$ cat src/rtl/note_display_scan.sv
// note_display_scan: decodes the played frequency (octaves 3-5) into note letter,
// sharp flag and octave, commits it through a stability filter, and scans it
// across NUM_DIGITS common-anode seven-segment digits (active-low an/seg/dp).
module note_display_scan #(
   parameter int NUM_DIGITS    = 4,
   parameter int FREQ_W        = 12,
   parameter int SCAN_DIV      = 100000,
   parameter int STABLE_CYCLES = 1000000
) (
   input  logic                  clk,
   input  logic                  rst,
   input  logic [FREQ_W-1:0]     freq,
   input  logic                  blank,
   output logic [NUM_DIGITS-1:0] an,
   output logic [6:0]            seg,
   output logic                  dp,
   output logic                  note_strobe
);

   localparam int IDX_W  = $clog2(NUM_DIGITS);
   localparam int SCAN_W = $clog2(SCAN_DIV);
   localparam int STAB_W = $clog2(STABLE_CYCLES);

   // Octave 3, 4, 5 frequencies, each in note order C, C#, D ... B.
   localparam int unsigned FREQ_TAB [36] = '{
      131, 139, 147, 156, 165, 175, 185, 196, 208, 220, 233, 247,
      261, 277, 293, 311, 330, 349, 370, 392, 415, 440, 466, 494,
      523, 554, 587, 622, 659, 698, 740, 784, 831, 880, 932, 988
   };

   localparam logic [6:0] SEG_BLANK = 7'b1111111;
   localparam logic [6:0] SEG_DASH  = 7'b0111111;

   typedef struct packed {
      logic       valid;
      logic [2:0] octave;
      logic [3:0] note;
   } note_code_t;

   localparam note_code_t NOTE_NONE = '0;

   note_code_t          decoded;
   note_code_t          pending;
   note_code_t          committed;
   logic [STAB_W-1:0]   stab_cnt;
   logic [SCAN_W-1:0]   scan_cnt;
   logic [IDX_W-1:0]    digit_idx;
   logic [6:0]          seg_d;
   logic                dp_d;
   logic [6:0]          letter;
   logic                sharp;

   // Exact-match lookup of the frequency against the note table.
   always_comb begin
      decoded = NOTE_NONE;
      for (int unsigned i = 0; i < 36; i++) begin
         if (freq == FREQ_W'(FREQ_TAB[i])) begin
            decoded.valid  = 1'b1;
            decoded.octave = 3'(3 + i / 12);
            decoded.note   = 4'(i % 12);
         end
      end
   end

   // Stability filter: restart the window on any decode change, commit when it
   // has held long enough; strobe only when the committed value actually changes.
   always_ff @(posedge clk or posedge rst) begin
      if (rst) begin
         pending     <= NOTE_NONE;
         committed   <= NOTE_NONE;
         stab_cnt    <= '0;
         note_strobe <= 1'b0;
      end else begin
         note_strobe <= 1'b0;
         if (decoded != pending) begin
            pending  <= decoded;
            stab_cnt <= '0;
         end else if (stab_cnt == STAB_W'(STABLE_CYCLES - 1)) begin
            committed   <= pending;
            note_strobe <= (pending != committed);
         end else begin
            stab_cnt <= stab_cnt + 1'b1;
         end
      end
   end

   // Digit scan: each digit held for SCAN_DIV cycles, wrapping over NUM_DIGITS.
   always_ff @(posedge clk or posedge rst) begin
      if (rst) begin
         scan_cnt  <= '0;
         digit_idx <= '0;
      end else if (scan_cnt == SCAN_W'(SCAN_DIV - 1)) begin
         scan_cnt  <= '0;
         digit_idx <= (digit_idx == IDX_W'(NUM_DIGITS - 1)) ? '0 : digit_idx + 1'b1;
      end else begin
         scan_cnt <= scan_cnt + 1'b1;
      end
   end

   // Note letter and sharp flag from the committed note index.
   always_comb begin
      letter = SEG_BLANK;
      sharp  = 1'b0;
      case (committed.note)
         4'd0:  letter = 7'b1000110;
         4'd1:  begin letter = 7'b1000110; sharp = 1'b1; end
         4'd2:  letter = 7'b0100001;
         4'd3:  begin letter = 7'b0100001; sharp = 1'b1; end
         4'd4:  letter = 7'b0000110;
         4'd5:  letter = 7'b0001110;
         4'd6:  begin letter = 7'b0001110; sharp = 1'b1; end
         4'd7:  letter = 7'b0010000;
         4'd8:  begin letter = 7'b0010000; sharp = 1'b1; end
         4'd9:  letter = 7'b0001000;
         4'd10: begin letter = 7'b0001000; sharp = 1'b1; end
         4'd11: letter = 7'b0000011;
         default: letter = SEG_BLANK;
      endcase
   end

   // Content of the currently selected digit.
   always_comb begin
      seg_d = SEG_BLANK;
      dp_d  = 1'b1;
      if (!committed.valid) begin
         if (digit_idx == '0) seg_d = SEG_DASH;
      end else if (digit_idx == '0) begin
         seg_d = letter;
         dp_d  = ~sharp;
      end else if (digit_idx == IDX_W'(1)) begin
         case (committed.octave)
            3'd3:    seg_d = 7'b0110000;
            3'd4:    seg_d = 7'b0011001;
            3'd5:    seg_d = 7'b0010010;
            default: seg_d = SEG_BLANK;
         endcase
      end
   end

   // Pin register: an/seg/dp load together so no digit/segment mix is visible.
   always_ff @(posedge clk or posedge rst) begin
      if (rst) begin
         an  <= '1;
         seg <= '1;
         dp  <= 1'b1;
      end else if (blank) begin
         an  <= '1;
         seg <= '1;
         dp  <= 1'b1;
      end else begin
         an  <= ~(NUM_DIGITS'(1) << digit_idx);
         seg <= seg_d;
         dp  <= dp_d;
      end
   end

endmodule

$ cat config.mk
export PLATFORM = sky130hd
export DESIGN_NAME = note_display_scan
export DESIGN_NICKNAME = d
export VERILOG_FILES = /design/src/rtl/note_display_scan.sv
export SDC_FILE = /design/constraint.sdc
export NUM_CORES = 1
export LEC_CHECK = 0
export ABC_CLOCK_PERIOD_IN_PS = 8400
export CORE_AREA = 2 2 86 88
export CTS_CLUSTER_DIAMETER = 30
export CTS_CLUSTER_SIZE = 12
export DETAILED_ROUTE_END_ITERATION = 16
export DIE_AREA = 0 0 88 90
export PLACE_DENSITY_LB_ADDON = 0.2
export SETUP_SLACK_MARGIN = 0.4
export SYNTH_ARGS = -nofsm -noshare
export SYNTH_HDL_FRONTEND = slang
export SYNTH_SLANG_ARGS = --single-unit
$ cat constraint.sdc
create_clock -name clk -period 8.4 [get_ports clk]
set_input_delay 1.68 -clock clk [delete_from_list [all_inputs] [get_ports clk]]
set_output_delay 1.68 -clock clk [all_outputs]
set_load 0.02 [all_outputs]
==> flow_summary_export.csv <==
group,metric,value,unit
clock_network,cts_root_buf,"clkbuf_8",
floorplan,die_h,90,um
route,wl,10300,um
clock_network,insertion_delay,0.35,ns
worst_setup_path,cp_data_required_time,8.64,ns
clock_network,hold_buffers,0,
worst_setup_path,cp.arrival,5.51,ns
layout,antenna-diode-count,0,
layout,area_delta_synth_final,11.2,%
global_routing,grt_pass1_wl,17500,um
global_routing,use_met3,5.42,%
synthesis,ys_seq_area_share,38.5,%
synthesis,synth_most_common_cell,"dfrtp_1",
worst_setup_path,crit_start,"freq[2]",
placement,gp_congestion,0.965,
synthesis,synthMuxAreaShare,2.69,%
floorplan,core,7020,um^2
status,status,"finished, final reports clean",
synthesis,synth_top_family_by_area,"simple AND/OR/NAND/NOR gates",
synthesis,synth_cells,488,
placement,dp_hpwl,7100,um
job,drv_cap,0,
synthesis,ys_ff_latch,68,
clock_network,path_clk_slew,0.08,ns
floorplan,initial_core_util,63.5,%
clock_network,max-clock-path-buffers,2,
synthesis,ys.flop_type,"dfrtp_1",
timing,max_freq,0.190,GHz
route,routed_via_density,6.29,
timing,clock_skew,0.0107,ns
layout,final_cells,606,
global_routing,antenna_found_initial,0,
timing,hold_violations,0,
layout,fin_nets,523,
global_routing,grt_pass1_vias,3650,
global_routing,top_usage_layer,"met2",
timing,post-route-period-util,62.7,%
route,avgRoutedWirePerCell,17.1,um
synthesis,ys_types,70,
route,drtIter0Drc,289,
synthesis,synth_xor_area_share,9.43,%
global_routing,gr-total-overflow,0,
synthesis,synth-simple-area-share,33.2,%
clock_network,cts_made_buffers,9,
synthesis,yosys.area_share.adder,1.68,%
hold_path,worstHoldStart,"scan_cnt[0]$_DFF_PP0_",
global_routing,met2_usage,43.4,%
clock_network,cts.htree.levels,3,
timing,layout_min_cycle_time,5.27,ns
clock_network,cts_resized,0,
power,powerDensity,149,nW/um^2
clock_network,cts_num_sinks,68,
synthesis,synth_top_area_share,31.4,%
synthesis,ys_top_cells_by_area,"dfrtp_1 31%, dfstp_2 7.1%, xnor2_1 5.9%",
hold_path,hold_path.class,"reg2reg",
synthesis,syn_avg_cell_area,9.14,um^2
floorplan,num_rows,31,
worst_setup_path,path_max_fanout,26,
synthesis,synth_edf_count,0,
timing,worst_slew_pin_slew,1.01,ns
timing,final-setup-viol-count,0,
timing,rsz0062_at_grt,"no",
worst_setup_path,crit_path_end_kind,"register",
placement,port_buffers,27,
worst_setup_path,critical_path_buf_inv_count,1,
global_routing,grt_max_degree,69,
worst_setup_path,crit_family,"simple AND/OR/NAND/NOR gates",
worst_setup_path,slowest_stage,"clkdlybuf4s50_1",
worst_setup_path,r2r_start,"stab_cnt[8]$_DFFE_PP0P_",
floorplan,die_x,88,um
power,vdd_ir_drop_max,157,uV
route,ant_nets,0,
global_routing,grtUsageMet1,37.6,%
placement,dp.cells,590,
worst_setup_path,critPathLaunchType,"primary input",
worst_setup_path,worstPathCellList,"clkdlybuf4s50_1, and4_1, a211oi_1, nor4_1, nor3b_1, and3_1, o22a_2, nand3_1, a211oi_2",
clock_network,cts_tree,"yes",
synthesis,yosys_warnings,0,
layout,drive_above_1_share,11.0,%
route,drt-pass1-iter-count,7,
synthesis,synth_commonest_cells,"56 x dfrtp_1, 50 x nor2_1, 41 x nand2_1",
synthesis,synth_compound_area_share,10.6,%
timing,setup_tns,0,ns
power,p_leak,1.97,nW
worst_setup_path,crit_type,"in2reg",
clock_network,cts_setup_buffers,0,
floorplan,ios,28,
synthesis,syn-num-nets,509,
route,drc_errors,0,
synthesis,syn_area,4460,um^2
global_routing,track_usage,27.6,%
route,num_vias,3810,
synthesis,postSynth.asyncResetShare,100,%
timing,slew_viol_final,0,
floorplan,dieArea,7920,um^2
synthesis,synth_top_cell_by_area,"dfrtp_1",
timing,max_slew_margin,32.2,%
worst_setup_path,slowest_delay,0.87,ns
state kept, by name (all words and copies together) (netlist names):
signal and count:
an 4, committed 8, digit_idx 2, dp 1, note_strobe 1, pending 8
scan_cnt 17, seg 7, stab_cnt 20
metal layers:
metal	routed length, um	up-vias
met5	0	-
met4	269	0
met3	737	33
met2	4860	161
met1	4480	1797
li1	-	1819
area by class of cell:
type | instances | area, um^2
clock inverter | 7 | 82.6
multi-input combinational | 380 | 2570
tap | 99 | 124
inverter | 13 | 48.8
sequential | 68 | 1720
timing repair buffer | 30 | 293
clock buffer | 9 | 124
fill | 538 | 2060
report_power, final:
| group | leakage, nW | internal (mW) | switching [mW] |
|---|---|---|---|
| Sequential | 0.878 | 0.345 | 0.0169 |
| Combinational | 0.997 | 0.0386 | 0.0602 |
| Clock | 0.0988 | 0.142 | 0.138 |
per-stage QoR:
step	hold WS [ns]	power, mW	util [%]	worst slack [ns]	instance area [um^2]
finish	0.493	0.740	70.6	3.13	4960
global route	0.516	0.777	70.6	2.84	4960
CTS	0.494	0.745	70.6	3.29	4960
detailed placement	0.478	0.465	67.7	2.92	4750
global placement	0.474	0.462	67.7	3.01	4750
floorplan	0.448	0.436	-	4.25	4460
layout by cell type (no fill, tap or decap), types with 14 or more instances in the layout:
cell             synthesis  routed
nand4_1                 20      20
nand2b_1                14      14
xor2_1                  18      18
clkdlybuf4s50_1          0      27
nor2_1                  50      50
nand3_1                 23      23
xnor2_1                 30      30
nand2_1                 41      41
dfrtp_1                 56      56
cell families after synthesis:
| family | count (synthesis) |
|---|---|
| flip-flops | 68 |
| XOR/XNOR | 48 |
| multiplexers | 11 |
| buffers and inverters | 40 |
| adder cells (fa/ha/maj) | 6 |
| AND/OR/NAND/NOR | 254 |
| AO/OA/AOI/OAI | 61 |
path summary, 6_finish.rpt:
path / to / slack, ns / cells past startpoint
setup / recovery: stab_cnt[4]$_DFFE_PP0P_ / 3.13 / 9
hold / removal: scan_cnt[0]$_DFF_PP0_ / 0.49 / 1
setup reg to reg: stab_cnt[7]$_DFFE_PP0P_ / 5.48 / 8
hold reg to reg: scan_cnt[0]$_DFF_PP0_ / 0.49 / 1
max in group asynchronous: pending[0]$_DFFE_PP0P_ / 5.95 / 3
min in group asynchronous: stab_cnt[12]$_DFFE_PP0P_ / 1.86 / 3
No activity file was read; power rests on OpenSTA's default activity.
